`src/rtl/pwm_ramp_ctrl.sv`:
```
`default_nettype none
// ============================================================================
// Module   : pwm_ramp_ctrl
// Brief    : Ramps the set/clear PWM duty toward a target in steps, updating
//            thresholds only on PWM period boundaries.
// Revision : 1.0 - initial release
// ============================================================================
module pwm_ramp_ctrl #(
    parameter int WIDTH = 8
) (
    input  logic             clk,
    input  logic             rst,
    input  logic             start_i,
    input  logic             abort_i,
    input  logic [WIDTH-1:0] target_i,
    input  logic [WIDTH-1:0] step_i,
    input  logic [WIDTH-1:0] dwell_i,
    input  logic [WIDTH-1:0] period_i,
    input  logic             period_tick_i,
    output logic             ready_o,
    output logic             busy_o,
    output logic             done_o,
    output logic [WIDTH-1:0] set_thres_o,
    output logic [WIDTH-1:0] clr_thres_o,
    output logic [WIDTH-1:0] reload_o,
    output logic [WIDTH-1:0] duty_o
);

    typedef enum logic [1:0] {
        S_IDLE = 2'd0,
        S_LOAD = 2'd1,
        S_RAMP = 2'd2,
        S_DONE = 2'd3
    } state_t;

    localparam logic [WIDTH-1:0] c_one = {{(WIDTH-1){1'b0}}, 1'b1};

    state_t           r_state, w_state_nxt;
    logic [WIDTH-1:0] r_tgt, w_tgt_nxt;
    logic [WIDTH-1:0] r_per, w_per_nxt;
    logic [WIDTH-1:0] r_stp, w_stp_nxt;
    logic [WIDTH-1:0] r_dw, w_dw_nxt;
    logic [WIDTH-1:0] r_dwell_cnt, w_dwell_cnt_nxt;
    logic [WIDTH-1:0] r_duty, w_duty_nxt;
    logic [WIDTH-1:0] r_reload, w_reload_nxt;
    logic             r_ready, r_busy, r_done;

    logic [WIDTH:0]   w_sum;
    logic [WIDTH:0]   w_floor;
    logic [WIDTH-1:0] w_up_nxt, w_dn_nxt, w_ramp_nxt, w_load_cur, w_tgt_clamp;

    // Step arithmetic is one bit wider so the saturation test never wraps.
    assign w_sum       = {1'b0, r_duty} + {1'b0, r_stp};
    assign w_floor     = {1'b0, r_tgt} + {1'b0, r_stp};
    assign w_up_nxt    = (w_sum >= {1'b0, r_tgt}) ? r_tgt : w_sum[WIDTH-1:0];
    assign w_dn_nxt    = ({1'b0, r_duty} <= w_floor) ? r_tgt : (r_duty - r_stp);
    assign w_ramp_nxt  = (r_duty < r_tgt) ? w_up_nxt : w_dn_nxt;
    assign w_load_cur  = (r_duty > r_per) ? r_per : r_duty;
    assign w_tgt_clamp = (target_i > period_i) ? period_i : target_i;

    always_comb begin
        w_state_nxt     = r_state;
        w_tgt_nxt       = r_tgt;
        w_per_nxt       = r_per;
        w_stp_nxt       = r_stp;
        w_dw_nxt        = r_dw;
        w_dwell_cnt_nxt = r_dwell_cnt;
        w_duty_nxt      = r_duty;
        w_reload_nxt    = r_reload;
        case (r_state)
            S_IDLE: begin
                if (start_i) begin
                    w_tgt_nxt   = w_tgt_clamp;
                    w_per_nxt   = period_i;
                    w_stp_nxt   = (step_i == '0) ? period_i : step_i;
                    w_dw_nxt    = dwell_i;
                    w_state_nxt = S_LOAD;
                end
            end
            S_LOAD: begin
                if (abort_i) begin
                    w_state_nxt = S_IDLE;
                end else if (period_tick_i) begin
                    w_reload_nxt    = r_per;
                    w_duty_nxt      = w_load_cur;
                    w_dwell_cnt_nxt = r_dw;
                    w_state_nxt     = (w_load_cur == r_tgt) ? S_DONE : S_RAMP;
                end
            end
            S_RAMP: begin
                if (abort_i) begin
                    w_state_nxt = S_IDLE;
                end else if (period_tick_i) begin
                    if (r_dwell_cnt != '0) begin
                        w_dwell_cnt_nxt = r_dwell_cnt - c_one;
                    end else begin
                        w_duty_nxt      = w_ramp_nxt;
                        w_dwell_cnt_nxt = r_dw;
                        if (w_ramp_nxt == r_tgt) begin
                            w_state_nxt = S_DONE;
                        end
                    end
                end
            end
            default: begin
                w_state_nxt = S_IDLE;
            end
        endcase
    end

    always_ff @(posedge clk) begin
        if (rst) begin
            r_state     <= S_IDLE;
            r_tgt       <= '0;
            r_per       <= '0;
            r_stp       <= '0;
            r_dw        <= '0;
            r_dwell_cnt <= '0;
            r_duty      <= '0;
            r_reload    <= '0;
            r_ready     <= 1'b1;
            r_busy      <= 1'b0;
            r_done      <= 1'b0;
        end else begin
            r_state     <= w_state_nxt;
            r_tgt       <= w_tgt_nxt;
            r_per       <= w_per_nxt;
            r_stp       <= w_stp_nxt;
            r_dw        <= w_dw_nxt;
            r_dwell_cnt <= w_dwell_cnt_nxt;
            r_duty      <= w_duty_nxt;
            r_reload    <= w_reload_nxt;
            r_ready     <= (w_state_nxt == S_IDLE);
            r_busy      <= (w_state_nxt != S_IDLE);
            r_done      <= (w_state_nxt == S_DONE);
        end
    end

    assign ready_o     = r_ready;
    assign busy_o      = r_busy;
    assign done_o      = r_done;
    assign set_thres_o = '0;
    assign clr_thres_o = r_duty;
    assign duty_o      = r_duty;
    assign reload_o    = r_reload;

endmodule
`default_nettype wire

```
`config.mk`:
```
export PLATFORM = sky130hd
export DESIGN_NAME = pwm_ramp_ctrl
export DESIGN_NICKNAME = d
export VERILOG_FILES = /design/src/rtl/pwm_ramp_ctrl.sv
export SDC_FILE = /design/constraint.sdc
export NUM_CORES = 1
export LEC_CHECK = 0
export ABC_AREA = 1
export ABC_CLOCK_PERIOD_IN_PS = 3400
export BUFFER_PORTS_ARGS = -buffer_cell sky130_fd_sc_hd__buf_2
export CORE_MARGIN = 2
export CORE_UTILIZATION = 40
export CTS_BUF_LIST = sky130_fd_sc_hd__clkbuf_4
export CTS_CLUSTER_DIAMETER = 100
export DETAILED_ROUTE_END_ITERATION = 8
export PLACE_DENSITY = 0.65
export SLEW_MARGIN = 0
export SYNTH_ARGS = -nofsm -noshare
export SYNTH_HDL_FRONTEND = slang
export SYNTH_SLANG_ARGS = --single-unit
```
`constraint.sdc`:
```
create_clock -name clk -period 3.4 [get_ports clk]
set_input_delay 0.68 -clock clk [delete_from_list [all_inputs] [get_ports clk]]
set_output_delay 0.68 -clock clk [all_outputs]
set_load 0.01 [all_outputs]
```
---- Word level (Yosys, flattened, before mapping) ----
Cells that the tools add are included.
storage, ports and cells
  bits in registers ....................... 61
  latch bits .............................. 0
  memory bits (writable) .................. 0
  bits in read-only memories .............. 0
  word-level logic and storage cells ...... 68
  memories kept ........................... 0
cells by class
  $add $sub $neg .......................... 4
  multipliers ............................. 0
  div/mod/pow operators ................... 0
  magnitude comparators ................... 5
  eq/ne operators ......................... 10
  shifts and indexed selects .............. 0
  muxes and demuxes ....................... 27
  bitwise gates (word level) .............. 1
  reductions and logical operators ........ 10
operators by type and width
  operator                                                            number
  8-bit 2-to-1 mux                                                    16
  8-bit case mux with 2 select lines                                  2
  8-bit by 8-bit adder with 9-bit output                              2
  8-bit == test                                                       2
  8-bit greater-than comparator                                       2
  2-bit 2-to-1 mux                                                    7
  2-bit != test, second input constant                                5
  9-bit by 8-bit greater-or-equal comparator with 1-bit output        1
  8-bit by 9-bit <= comparator with 1-bit output                      1
  8-bit zero test                                                     1
  8-bit less-than comparator                                          1
  8-bit nonzero test                                                  1
  8-bit by 1-bit subtractor with 8-bit output, second input constant  1
  8-bit subtractor                                                    1
  2-bit case mux with 3 select lines                                  1
  6-bit AND reduction                                                 1
  5-bit AND reduction                                                 1
  2-bit == test, second input constant                                2
  2-bit zero test                                                     2
  2-bit nonzero test                                                  2
  3-bit AND reduction                                                 1
  2-bit by 1-bit == test with 1-bit output, second input constant     1
  2-bit AND reduction                                                 1
  1-bit 2-to-1 mux                                                    1
  1-bit inverter                                                      1

---- Longest topological paths before layout ----
Gate-level depths: netlist (run 1).
  depth after elaboration ................. 11
  mapped depth ............................ 29
  gate-level depth less buffers ........... 28

---- Worst setup path after synthesis (run 1) ----
Ideal clock, no wire load.
  kind .................................... register -> register
  start point ............................. register r_tgt[2]
  end point ............................... register r_done, in the netlist done_o
  setup time .............................. 62 ps
  arrival ................................. 3145 ps
  setup slack ............................. 193 ps
  stages on the path, launching flop included .. 26
  buffers on the path ..................... 1
  period minus slack after synthesis ...... 3207 ps
  cells stage by stage .................... dfxtp_1 > ha_1 > a21oi_1 > nand2_1 > a21oi_1 > inv_1 > a21oi_1 > inv_1 > a21o_1 > a21oi_1 > xor2_1 > ha_1 > nand4_1 > nand4_1 > nor2_1 > buf_2 > nand3_1 > nand2_1 > nand2_1 > nand3_1 > nand3_1 > nor2_2 > nand3_2 > nand2_2 > nand2_2 > nor2_2
between the ends
  word-level cells in the longest chain between the ends .. 11
  elaborated cells on any way between the ends .. 18
  classes of those cells .................. 1 x add/sub; 3 x order compare; 3 x eq/ne; 11 x mux
RTL lines
  item                                            RTL line  RTL
  start, declared                                 39        logic [WIDTH-1:0] r_tgt, w_tgt_nxt;
  start signal, assigned                          126       r_tgt <= w_tgt_nxt;
  8-bit by 8-bit adder with 9-bit output          54        assign w_floor = {1'b0, r_tgt} + {1'b0, r_stp};
  8-bit by 9-bit <= comparator with 1-bit output  56        assign w_dn_nxt = ({1'b0, r_duty} <= w_floor) ? r_tgt : (r_duty - r_stp);
  8-bit 2-to-1 mux                                56
  8-bit 2-to-1 mux                                57        assign w_ramp_nxt = (r_duty < r_tgt) ? w_up_nxt : w_dn_nxt;
  8-bit == test                                   99        if (w_ramp_nxt == r_tgt) begin
  2-bit 2-to-1 mux                                99
  2-bit 2-to-1 mux                                94        if (r_dwell_cnt != '0) begin
  2-bit 2-to-1 mux                                93        end else if (period_tick_i) begin
  2-bit 2-to-1 mux                                91        if (abort_i) begin
  2-bit case mux with 3 select lines (*)          70        case (r_state)
  2-bit == test (*)                               135       r_done <= (w_state_nxt == S_DONE);
  end signal, assigned                            135
  end, declared                                   46        logic r_ready, r_busy, r_done;
Mark *: on every way between the ends. The rest lies on a longest branch, timed or not.
A chain may end at the register's enable or synchronous reset.

---- Worst setup path after layout (run 1) ----
  start point ............................. register r_stp[2]
  end point ............................... register r_busy, in the netlist busy_o
between the ends
  word-level cells in the longest chain between the ends .. 11
  elaborated cells on any way between the ends .. 15
  classes of those cells .................. 3 x add/sub; 2 x order compare; 1 x eq/ne; 8 x mux; 1 x reduce/logical
RTL lines
  item                                                                                                                                   RTL line  RTL
  start, declared                                                                                                                        41        logic [WIDTH-1:0] r_stp, w_stp_nxt;
  start signal, assigned                                                                                                                 128       r_stp <= w_stp_nxt;
  8-bit by 8-bit adder with 9-bit output (on tied branches)                                                                              54, 53
  8-bit by 9-bit <= comparator with 1-bit output / 9-bit by 8-bit greater-or-equal comparator with 1-bit output (equally long branches)  56, 55
  8-bit 2-to-1 mux (on tied branches)                                                                                                    56, 55
  8-bit 2-to-1 mux (*)                                                                                                                   57
  8-bit == test (*)                                                                                                                      99
  2-bit 2-to-1 mux (*)                                                                                                                   99
  2-bit 2-to-1 mux (*)                                                                                                                   94
  2-bit 2-to-1 mux (*)                                                                                                                   93
  2-bit 2-to-1 mux (*)                                                                                                                   91
  2-bit case mux with 3 select lines (*)                                                                                                 70
  2-bit nonzero test (*)                                                                                                                 134       r_busy <= (w_state_nxt != S_IDLE);
  end signal, assigned                                                                                                                   134
  end, declared                                                                                                                          46
Marked as above.

==> results of run 1 <==
-- cell families (layout without fill, tap and decap cells) --
family	Yosys count	in the layout	synth area share
fa+ha+maj	66	66	0.160
compound gates	159	159	0.169
simple gates	372	373	0.306
xor+xnor	15	15	0.0247
buf+inv	136	246	0.110
flops	61	61	0.230
other cells	1	8	0.000706
-- where the power goes --
group | internal, uW | total (uW) | switching [uW]
Sequential | 760 | 796 | 36.0
Combinational | 606 | 1480 | 878
Clock | 307 | 598 | 291
-- layout make-up --
class | count | area share
clock buffer | 10 | 0.0112
tap | 176 | 0.0329
clock inverter | 6 | 0.0129
timing repair buffer | 134 | 0.131
sequential | 61 | 0.184
multi-input combinational | 621 | 0.574
inverter | 96 | 0.0543
-- path summary, 6_finish.rpt --
check	start	end	slack, ps
worst max-delay path	r_stp[2]	busy_o	10
worst min-delay path	r_per[3]	r_per[3]	480
worst max register to register	r_stp[2]	busy_o	10
worst min register to register	r_per[3]	r_per[3]	480
-- sequential cells by signal, summed over array words and instances (netlist names) --
signal / flops
r_per: 8
busy_o: 1
r_tgt: 8
ready_o: 1
reload_o: 8
r_dwell_cnt: 8
r_dw: 8
done_o: 1
clr_thres_o: 8
r_stp: 8
r_state: 2
-- layer usage --
metal	share of wire	wire length, um	global-route usage	vias up
li1	-	-	-	2894
met5	0	0	0	-
met2	0.45	7170	0.352	165
met4	0.035	557	0.0982	0
met3	0.049	786	0.0402	33
met1	0.47	7530	0.307	2538
-- Yosys cell counts, drive strengths merged --
| cell type | instances |
|---|---|
| dfxtp | 61 |
| o21ai | 52 |
| nand2 | 215 |
| conb | 1 |
| nor4 | 1 |
| nor2 | 48 |
| a31oi | 14 |
| o211ai | 14 |
| ha | 63 |
| nor3 | 7 |
| or4 | 1 |
| clkinv | 1 |
| a211oi | 1 |
| xnor2 | 5 |
| inv | 95 |
| a21oi | 71 |
| o21bai | 1 |
| nand3b | 2 |
| nand3 | 88 |
| and2 | 1 |
| a21o | 3 |
| buf | 25 |
| o21a | 2 |
| nand4 | 5 |
| fa | 3 |
| or2 | 4 |
| a21boi | 1 |
| clkbuf | 15 |
| xor2 | 10 |
-- per-stage QoR --
stage / std cells / total power (uW) / cell area [sq um] / setup TNS, ps / setup slack, ps
3_3_place_gp: 1079 / 2080 / 6120 / -154 / -59.7
4_1_cts: 1097 / 2710 / 6370 / 0 / 3.52
6_report: 1104 / 2880 / 6690 / 0 / 13.5
3_5_place_dp: 1079 / 2090 / 6120 / -494 / -139
5_1_grt: 1104 / 3100 / 6690 / -818 / -201
2_1_floorplan: 817 / 1690 / 5340 / 0 / 193
-- worst max-delay path: cells and delay by family (launching register included) --
kind,cells,cell delay [ps]
xor+xnor,1,150
fa+ha+maj,2,490
buf+inv,3,290
compound gates,5,690
simple gates,14,1350
flops,1,370
-- what timing repair did --
item	in CTS	in global routing
hold buffers	0	0
pin swaps	4	13
buffers inserted	0	7
setup endpoints to repair	4	9
gates cloned	2	0
resized for setup	17	62
==> results.py, run 1 <==
metrics = {
    "status": {
        "status": "completed",
    },
    "timing": {
        "hold_violations": 0,
        "fin_skew_ps": 11.2,
        "slew_headroom": 0.407,
        "worst_pin_slew_ps": 888,
        "rsz0062_at_grt": "yes",
        "fin_crit_ps": 3390,
        "min_period_over_period": 0.996,
        "max_freq_mhz": 295,
        "finalSetupViolations": 0,
        "drv_slew": 0,
        "hold_ws_ps": 483,
    },
    "placed_design": {
        "gp_congestion": 0.930,
        "port-buffer-count": 63,
        "dpl.hpwl_mm": 12.3,
    },
    "critical_path": {
        "critPathMostFrequentCell": "nand2_2",
        "arrival_ps": 3760,
        "crit_fanout": 5,
        "critPathSlowestCell": "dfxtp_4",
        "start_kind": "flip-flop",
        "ff2ff_path_depth": 25,
        "crit_type": "flip-flop to flip-flop",
        "critical_path_required_ps": 3780,
        "endpoint_kind": "flip-flop",
        "slowest_delay_ps": 370,
    },
    "floorplanning": {
        "rows": 42,
        "die_w_um": 119,
        "die_y_um": 119,
        "ios": 72,
        "initial_utilization": 0.406,
        "coreArea_sq_mm": 0.0131,
        "die_area_sq_mm": 0.0142,
    },
    "worst_hold_path": {
        "min_path_type": "flip-flop to flip-flop",
        "holdPathStages": 2,
    },
    "grt": {
        "grt_pass1_wl_mm": 25.6,
        "grtUsageTotal": 0.226,
        "grt-ovfl-total": 0,
        "grt_pass1_vias": 5179,
        "antenna_found_initial": 0,
        "grt_max_degree": 40,
    },
    "power_and_ir_drop": {
        "power_density_mw_per_mm2": 431,
        "vdd_drop_max_uv": 224,
        "leakage_uw": 0.00339,
    },
    "synthesis": {
        "synth_area_leaders": "dfxtp_1 23%, ha_1 15%, nand2_1 14%",
        "synth_top_area_share": 0.230,
        "netlist_area_sq_mm": 0.00532,
        "ys_types": 42,
        "yosysSeqAreaShare": 0.230,
        "yosysTopAreaCell": "dfxtp_1",
        "synth_seq_cells": 61,
        "postSynthCellCount": 810,
        "syn_area_per_cell_sq_um": 6.56,
        "yosys_warnings": 0,
    },
    "detailed_routing": {
        "dr.pass1.iters": 6,
        "vias": 5630,
        "postRouteAntennaNets": 0,
        "wl_per_cell_um": 14.5,
        "routed_via_density": 5.10,
        "drc": 0,
        "wl_mm": 16.1,
        "drtIter0Drc": 369,
    },
    "layout": {
        "fin_util": 0.511,
        "final_cell_mix": "194 x nand2_1, 93 x inv_1, 68 x nand3_1",
        "diodes": 0,
        "n_fill_cell": 1340,
        "final_common_cell": "nand2_1",
        "seqCellArea_sq_mm": 0.00123,
        "multi_input_area_sq_mm": 0.00383,
        "drive_above_1_share": 0.251,
        "fin_nets": 1026,
        "area_delta_synth_final_pct": 25.8,
    },
    "clocking": {
        "insertion_delay_ps": 430,
        "htree_levels": 3,
        "clock-root-buffer": "clkbuf_4",
        "clock-sinks": 61,
        "cts_made_buffers": 9,
        "cts_tree": "done",
        "clockBufferDepth": 2,
        "clk_pin_slew_ps": 110,
    },
    "run": {
        "maxCapViolations": 0,
    },
}
Power figures use the tool's default switching activity.
==> run 2: changes to the inputs <==
- ABC_CLOCK_PERIOD_IN_PS: 3400 -> 4300
- CORE_UTILIZATION: 40 -> 36
- CTS_BUF_LIST: sky130_fd_sc_hd__clkbuf_4 -> sky130_fd_sc_hd__clkbuf_16
- PLACE_DENSITY: 0.65 -> 0.58
- clock period: 3.4 -> 4.3 ns (I/O delays scaled with it)
==> run 2 against run 1 <==
Effect of this change: count of clock-buffer cells in the layout fell by 1; utilization fell by 9.1 points; critical path depth rose by 2; first-iteration DRC count fell by 22%; sequential power fell by 20%; highest routed layer unchanged; cell count fell by 4.4%.
==> results.py, run 2 (synthesized netlist as in run 1, its figures left out) <==
metrics = {
    "timing": {
        "finalSetupViolations": 0,
        "fin_skew_ps": 7.32,
        "worst_pin_slew_ps": 956,
        "slew_headroom": 0.362,
        "drv_slew": 0,
        "hold_violations": 0,
        "max_freq_mhz": 267,
        "min_period_over_period": 0.872,
        "fin_crit_ps": 3750,
        "tns_ps": 0,
        "rsz0062_at_grt": "no",
    },
    "critical_path": {
        "critPathMostFrequentCell": "nand2_1",
        "start_kind": "flip-flop",
        "rr_startpoint": "r_tgt[2]",
        "cp_num_buf_inv": 3,
        "setup.worst_path.start": "r_tgt[2]",
        "crit_type": "flip-flop to flip-flop",
        "arrival_ps": 4020,
        "endpoint_kind": "flip-flop",
        "slowest_delay_ps": 410,
        "critical_path_required_ps": 4570,
        "crit_family": "simple AND/OR/NAND/NOR gates",
        "crit_fanout": 11,
        "critPathSlowestCell": "dfxtp_1",
    },
    "layout": {
        "diodes": 0,
        "final_common_cell": "nand2_1",
        "instances_no_fill": 1055,
        "area_delta_synth_final_pct": 14.3,
        "final_cell_mix": "204 x nand2_1, 94 x inv_1, 84 x nand3_1",
        "drive_above_1_share": 0.140,
        "fin_nets": 969,
        "finalInstanceArea_sq_mm": 0.00608,
    },
    "placed_design": {
        "dpl.hpwl_mm": 12.3,
        "port-buffer-count": 63,
        "dpl_cell_area_sq_mm": 0.00577,
        "placed_cells": 1039,
        "gp_congestion": 0.892,
    },
    "power_and_ir_drop": {
        "power_density_mw_per_mm2": 372,
        "vdd_drop_max_uv": 215,
        "p_sw_frac": 0.399,
        "leakage_uw": 0.00312,
        "p_int_uw": 1360,
        "seq_power_share": 0.282,
        "power.switching_uw": 902,
        "pwr-share-clk": 0.323,
        "power_frac_comb": 0.395,
        "power_uw": 2260,
    },
    "grt": {
        "grt_pass1_vias": 4814,
        "grt-ovfl-total": 0,
        "antenna_found_initial": 0,
        "grtUsageTotal": 0.202,
        "grt_pass1_wl_mm": 25.2,
        "grt_max_degree": 41,
    },
    "floorplanning": {
        "die_area_sq_mm": 0.0158,
        "ios": 72,
        "die_w_um": 126,
        "initial_utilization": 0.367,
        "die_y_um": 126,
        "coreArea_sq_mm": 0.0145,
        "rows": 44,
    },
    "clocking": {
        "clk_pin_slew_ps": 60,
        "insertion_delay_ps": 330,
        "clockBufferDepth": 2,
        "cts_made_buffers": 9,
        "clock-root-buffer": "clkbuf_16",
        "cts_tree": "done",
        "clock-sinks": 61,
        "htree_levels": 3,
        "cts-hold-fix-buffers": 0,
    },
    "detailed_routing": {
        "drtIter0Drc": 286,
        "dr.pass1.iters": 4,
        "wl_per_cell_um": 15.0,
        "vias": 5333,
        "drc": 0,
        "wl_mm": 15.8,
        "postRouteAntennaNets": 0,
        "routed_via_density": 5.05,
    },
    "worst_hold_path": {
        "min_path_type": "flip-flop to flip-flop",
        "min_from": "r_per[3]",
    },
    "run": {
        "maxCapViolations": 0,
    },
    "status": {
        "status": "completed",
    },
}
==> run 2: changes by cell type in the layout (fill, tap and decap cells not counted), sizes merged <==
cell	change
buf	-56
nand3	-1
clkbuf	-1
clkinvlp	+2
bufinv	-1
==> run 2: power groups by stage <==
stage / logic (uW) / clock network (uW) / registers [uW]
finish: 893 / 731 / 639
global route: 1030 / 768 / 642
CTS: 890 / 742 / 639
detailed placement: 884 / 0 / 651
global placement: 879 / 0 / 650
floorplan: 688 / 0 / 645
==> run 2: worst paths after layout <==
check / end / slack, ps / cells after the start
max: done_o / 550 / 27
min: r_per[3] / 470 / 2
max reg2reg: done_o / 550 / 27
min reg2reg: r_per[3] / 470 / 2
==> run 2: what timing repair did <==
action                                  4_1_cts  5_1_grt
endpoints found under the setup margin        0        3
hold endpoints to repair                      0        0
setup buffers                                 0        0
gates resized for setup                       0        1
==> run 2: cell type report <==
class	count	area (sq um)
timing repair buffer	78	428
inverter	96	360
multi-input combinational	620	3540
clock buffer	9	225
tap	184	230
fill	1578	8400
clock inverter	7	75.1
sequential	61	1220
==> run 2: stage by stage <==
step / utilization / worst slack (ps) / hold slack, ps
final: 0.420 / 552 / 468
after global routing: 0.420 / 92.1 / 500
after floorplan: - / 1090 / 430
after detailed placement: 0.399 / 461 / 459
after CTS: 0.420 / 448 / 468
after global placement: 0.399 / 517 / 458
==> run 2: worst register-to-register path, cell delays in order, from the launching register on <==
cell and delay (ps):
dfxtp_1 410, ha_1 310, a21oi_1 160, nand2_1 90
a21oi_1 130, inv_1 50, a21oi_1 190, inv_1 60
a21o_1 160, a21oi_1 160, xor2_1 190, ha_1 270
nand4_1 100, nand4_1 80, nor2_1 120, buf_4 190
nand2_2 160, nand2_1 100, nand3_1 80, nand2_1 110
nand2_1 50, nand2_1 60, nand2_1 60, nor2_2 90
nand3_2 90, nand2_2 70, nand2_2 60, nor2_2 100
==> run 2: layer usage <==
| layer | vias up | wire (um) | global-route usage | part of all wire |
|---|---|---|---|---|
| met5 | - | 0 | 0 | 0 |
| met4 | 0 | 183 | 0.0575 | 0.012 |
| met3 | 15 | 643 | 0.0240 | 0.041 |
| met2 | 119 | 7490 | 0.339 | 0.47 |
| met1 | 2422 | 7520 | 0.274 | 0.47 |
| li1 | 2777 | - | - | - |
==> run 3: changes to the inputs <==
- ABC_AREA: 1 -> 0
- CORE_MARGIN: 2 -> 10
==> run 3 against run 2 <==
Effect of this change: worst setup slack got worse by 160 ps; flip-flop and latch count unchanged; largest power group unchanged; critical path type unchanged; non-clock buffer count rose by 6.
==> results.py, run 3 <==
metrics = {
    "worst_hold_path": {
        "min_from": "r_dwell_cnt[6]",
        "hold_path_end": "r_dwell_cnt[6]",
        "min_path_type": "flip-flop to flip-flop",
        "holdPathStages": 2,
    },
    "synthesis": {
        "synth_edf_count": 0,
        "netlist_area_sq_mm": 0.00522,
        "synth_top_area_share": 0.234,
        "synth_ff_type": "dfxtp_1",
        "syn_area_per_cell_sq_um": 7.89,
        "yosysTopAreaCell": "dfxtp_1",
        "ys_top_cells_by_count": "72 x nand2_1, 63 x ha_1, 61 x dfxtp_1",
        "yosysSeqAreaShare": 0.234,
        "synth_area_leaders": "dfxtp_1 23%, ha_1 15%, a211oi_1 5.9%",
        "synth_seq_cells": 61,
        "yosys_warnings": 0,
        "synth.most_common_cell": "nand2_1",
        "postSynthCellCount": 662,
        "synth_async_sr_flop_share": 0,
        "ys_types": 67,
    },
    "grt": {
        "busiest_layer": "met2",
        "grt_pass1_vias": 5010,
        "grt_use_met3": 0.0331,
        "grt_max_degree": 61,
        "grt_pass1_wl_mm": 26.7,
        "use_met1": 0.212,
        "grt-ovfl-total": 0,
        "grtUsageTotal": 0.165,
        "antenna_found_initial": 0,
        "grt.met2_usage": 0.265,
    },
    "power_and_ir_drop": {
        "vdd_drop_max_uv": 144,
        "leakage_uw": 0.00264,
        "power_density_mw_per_mm2": 347,
    },
    "critical_path": {
        "arrival_ps": 4130,
        "crit_fanout": 7,
        "r2r_end": "ready_o",
        "rr_startpoint": "r_stp[0]",
        "r2r_slack_ps": 390,
        "cp_num_buf_inv": 1,
        "ff2ff_path_depth": 16,
        "crit_family": "simple AND/OR/NAND/NOR gates",
        "crit_type": "flip-flop to flip-flop",
        "cp_cell_sequence": "ha_1, fa_1, a211oi_2, o21bai_1, a21oi_1, xor2_1, ha_1, a211oi_1, nand2_1, or3_1, nand4b_1, buf_4, nand3b_1, o21ai_1, nand4_1, and3b_1",
        "critPathSlowestCell": "fa_1",
        "slowest_delay_ps": 440,
        "critical_path_required_ps": 4520,
        "endpoint_kind": "flip-flop",
        "start_kind": "flip-flop",
        "critPathMostFrequentCell": "ha_1",
    },
    "timing": {
        "rsz0062_at_grt": "no",
        "slew_headroom": 0.230,
        "drv_slew": 0,
        "max_freq_mhz": 256,
        "tns_ps": 0,
        "fin_skew_ps": 2.75,
        "worst_pin_slew_ps": 1150,
        "fin_crit_ps": 3910,
        "hold_violations": 0,
        "min_period_over_period": 0.909,
        "finalSetupViolations": 0,
    },
    "floorplanning": {
        "die_w_um": 140,
        "initial_utilization": 0.372,
        "coreArea_sq_mm": 0.0140,
        "ios": 72,
        "die_y_um": 140,
        "rows": 43,
        "die_area_sq_mm": 0.0197,
    },
    "detailed_routing": {
        "routed_via_density": 5.61,
        "wl_mm": 16.7,
        "wl_per_cell_um": 18.5,
        "drc": 0,
        "dr.pass1.iters": 5,
        "postRouteAntennaNets": 0,
        "vias": 5063,
        "drtIter0Drc": 287,
    },
    "clocking": {
        "htree_levels": 3,
        "clk_pin_slew_ps": 50,
        "cts_tree": "done",
        "insertion_delay_ps": 330,
        "clock-root-buffer": "clkbuf_16",
        "cts_setup_buffers": 0,
        "clockBufferDepth": 2,
        "clock-sinks": 61,
        "cts_made_buffers": 9,
    },
    "layout": {
        "fin_nets": 822,
        "drive_above_1_share": 0.148,
        "diodes": 0,
        "fin_util": 0.427,
        "final_cell_mix": "72 x nand2_1, 63 x ha_1, 63 x buf_2",
        "area_delta_synth_final_pct": 14.9,
        "final_common_cell": "nand2_1",
    },
    "run": {
        "maxCapViolations": 0,
    },
    "placed_design": {
        "port-buffer-count": 63,
        "gp_congestion": 0.939,
        "dpl.hpwl_mm": 13.2,
    },
    "status": {
        "status": "completed",
    },
}
run 3: cells by family after synthesis:
family	count (synthesis)	synth area share
DFF	61	0.234
adders and majority gates	66	0.163
AOI/OAI and AO/OA	195	0.253
other	1	0.000718
buffers and inverters	89	0.0767
xor gates and xnor gates	31	0.0546
and+or+nand+nor	207	0.196
muxes	12	0.0230
run 3: power by group:
part	total, uW	switching, uW	internal (uW)
combinational	749	437	311
sequential	647	45.3	601
clock	684	246	438
total	2080	728	1350
run 3: area by class of cell:
| class | count | area, sq um |
|---|---|---|
| tap | 180 | 225 |
| clock inverter | 6 | 55.1 |
| inverter | 44 | 165 |
| timing repair buffer | 84 | 473 |
| fill | 1426 | 8050 |
| multi-input combinational | 519 | 3630 |
| clock buffer | 9 | 225 |
| sequential | 61 | 1220 |
run 3: routing by layer:
| layer | share of wire | up-vias |
|---|---|---|
| li1 | - | 2482 |
| met1 | 0.46 | 2381 |
| met2 | 0.46 | 172 |
| met3 | 0.058 | 28 |
| met4 | 0.025 | 0 |
| met5 | 0 | - |
run 3: metrics by stage:
step / setup slack (ps) / hold WS [ps] / total power, uW / area, sq um / std cells
3_3_place_gp: 469 / 439 / 1380 / 5710 / 888
3_5_place_dp: 377 / 446 / 1390 / 5710 / 888
4_1_cts: 353 / 453 / 2080 / 5990 / 903
5_1_grt: 60.9 / 474 / 2200 / 6000 / 903
2_1_floorplan: 829 / 431 / 1180 / 5250 / 669
6_report: 393 / 448 / 2080 / 6000 / 903
run 3: worst max path at each step:
| stage | from | endpoint | slack (ps) | cells after the start |
|---|---|---|---|---|
| 2_1_floorplan | r_tgt[0] | clr_thres_o[7] | 830 | 15 |
| 3_3_place_gp | r_stp[0] | ready_o | 470 | 16 |
| 3_5_place_dp | r_stp[0] | ready_o | 380 | 16 |
| 4_1_cts | r_stp[0] | ready_o | 350 | 16 |
| 5_1_grt | r_stp[0] | ready_o | 60 | 16 |
| 6_report | r_stp[0] | ready_o | 390 | 16 |
run 3: timing repair:
| action | 4_1_cts | 5_1_grt |
|---|---|---|
| endpoints found under the hold margin | 0 | 0 |
| resized for setup | 0 | 1 |
| endpoints found under the setup margin | 0 | 1 |
| hold buffers | 0 | 0 |
run 3: worst min-delay path: cells and delay by family, from the launching register on:
family | cells | cell delay (ps)
AOI/OAI and AO/OA | 1 | 50
and+or+nand+nor | 1 | 50
DFF | 1 | 300
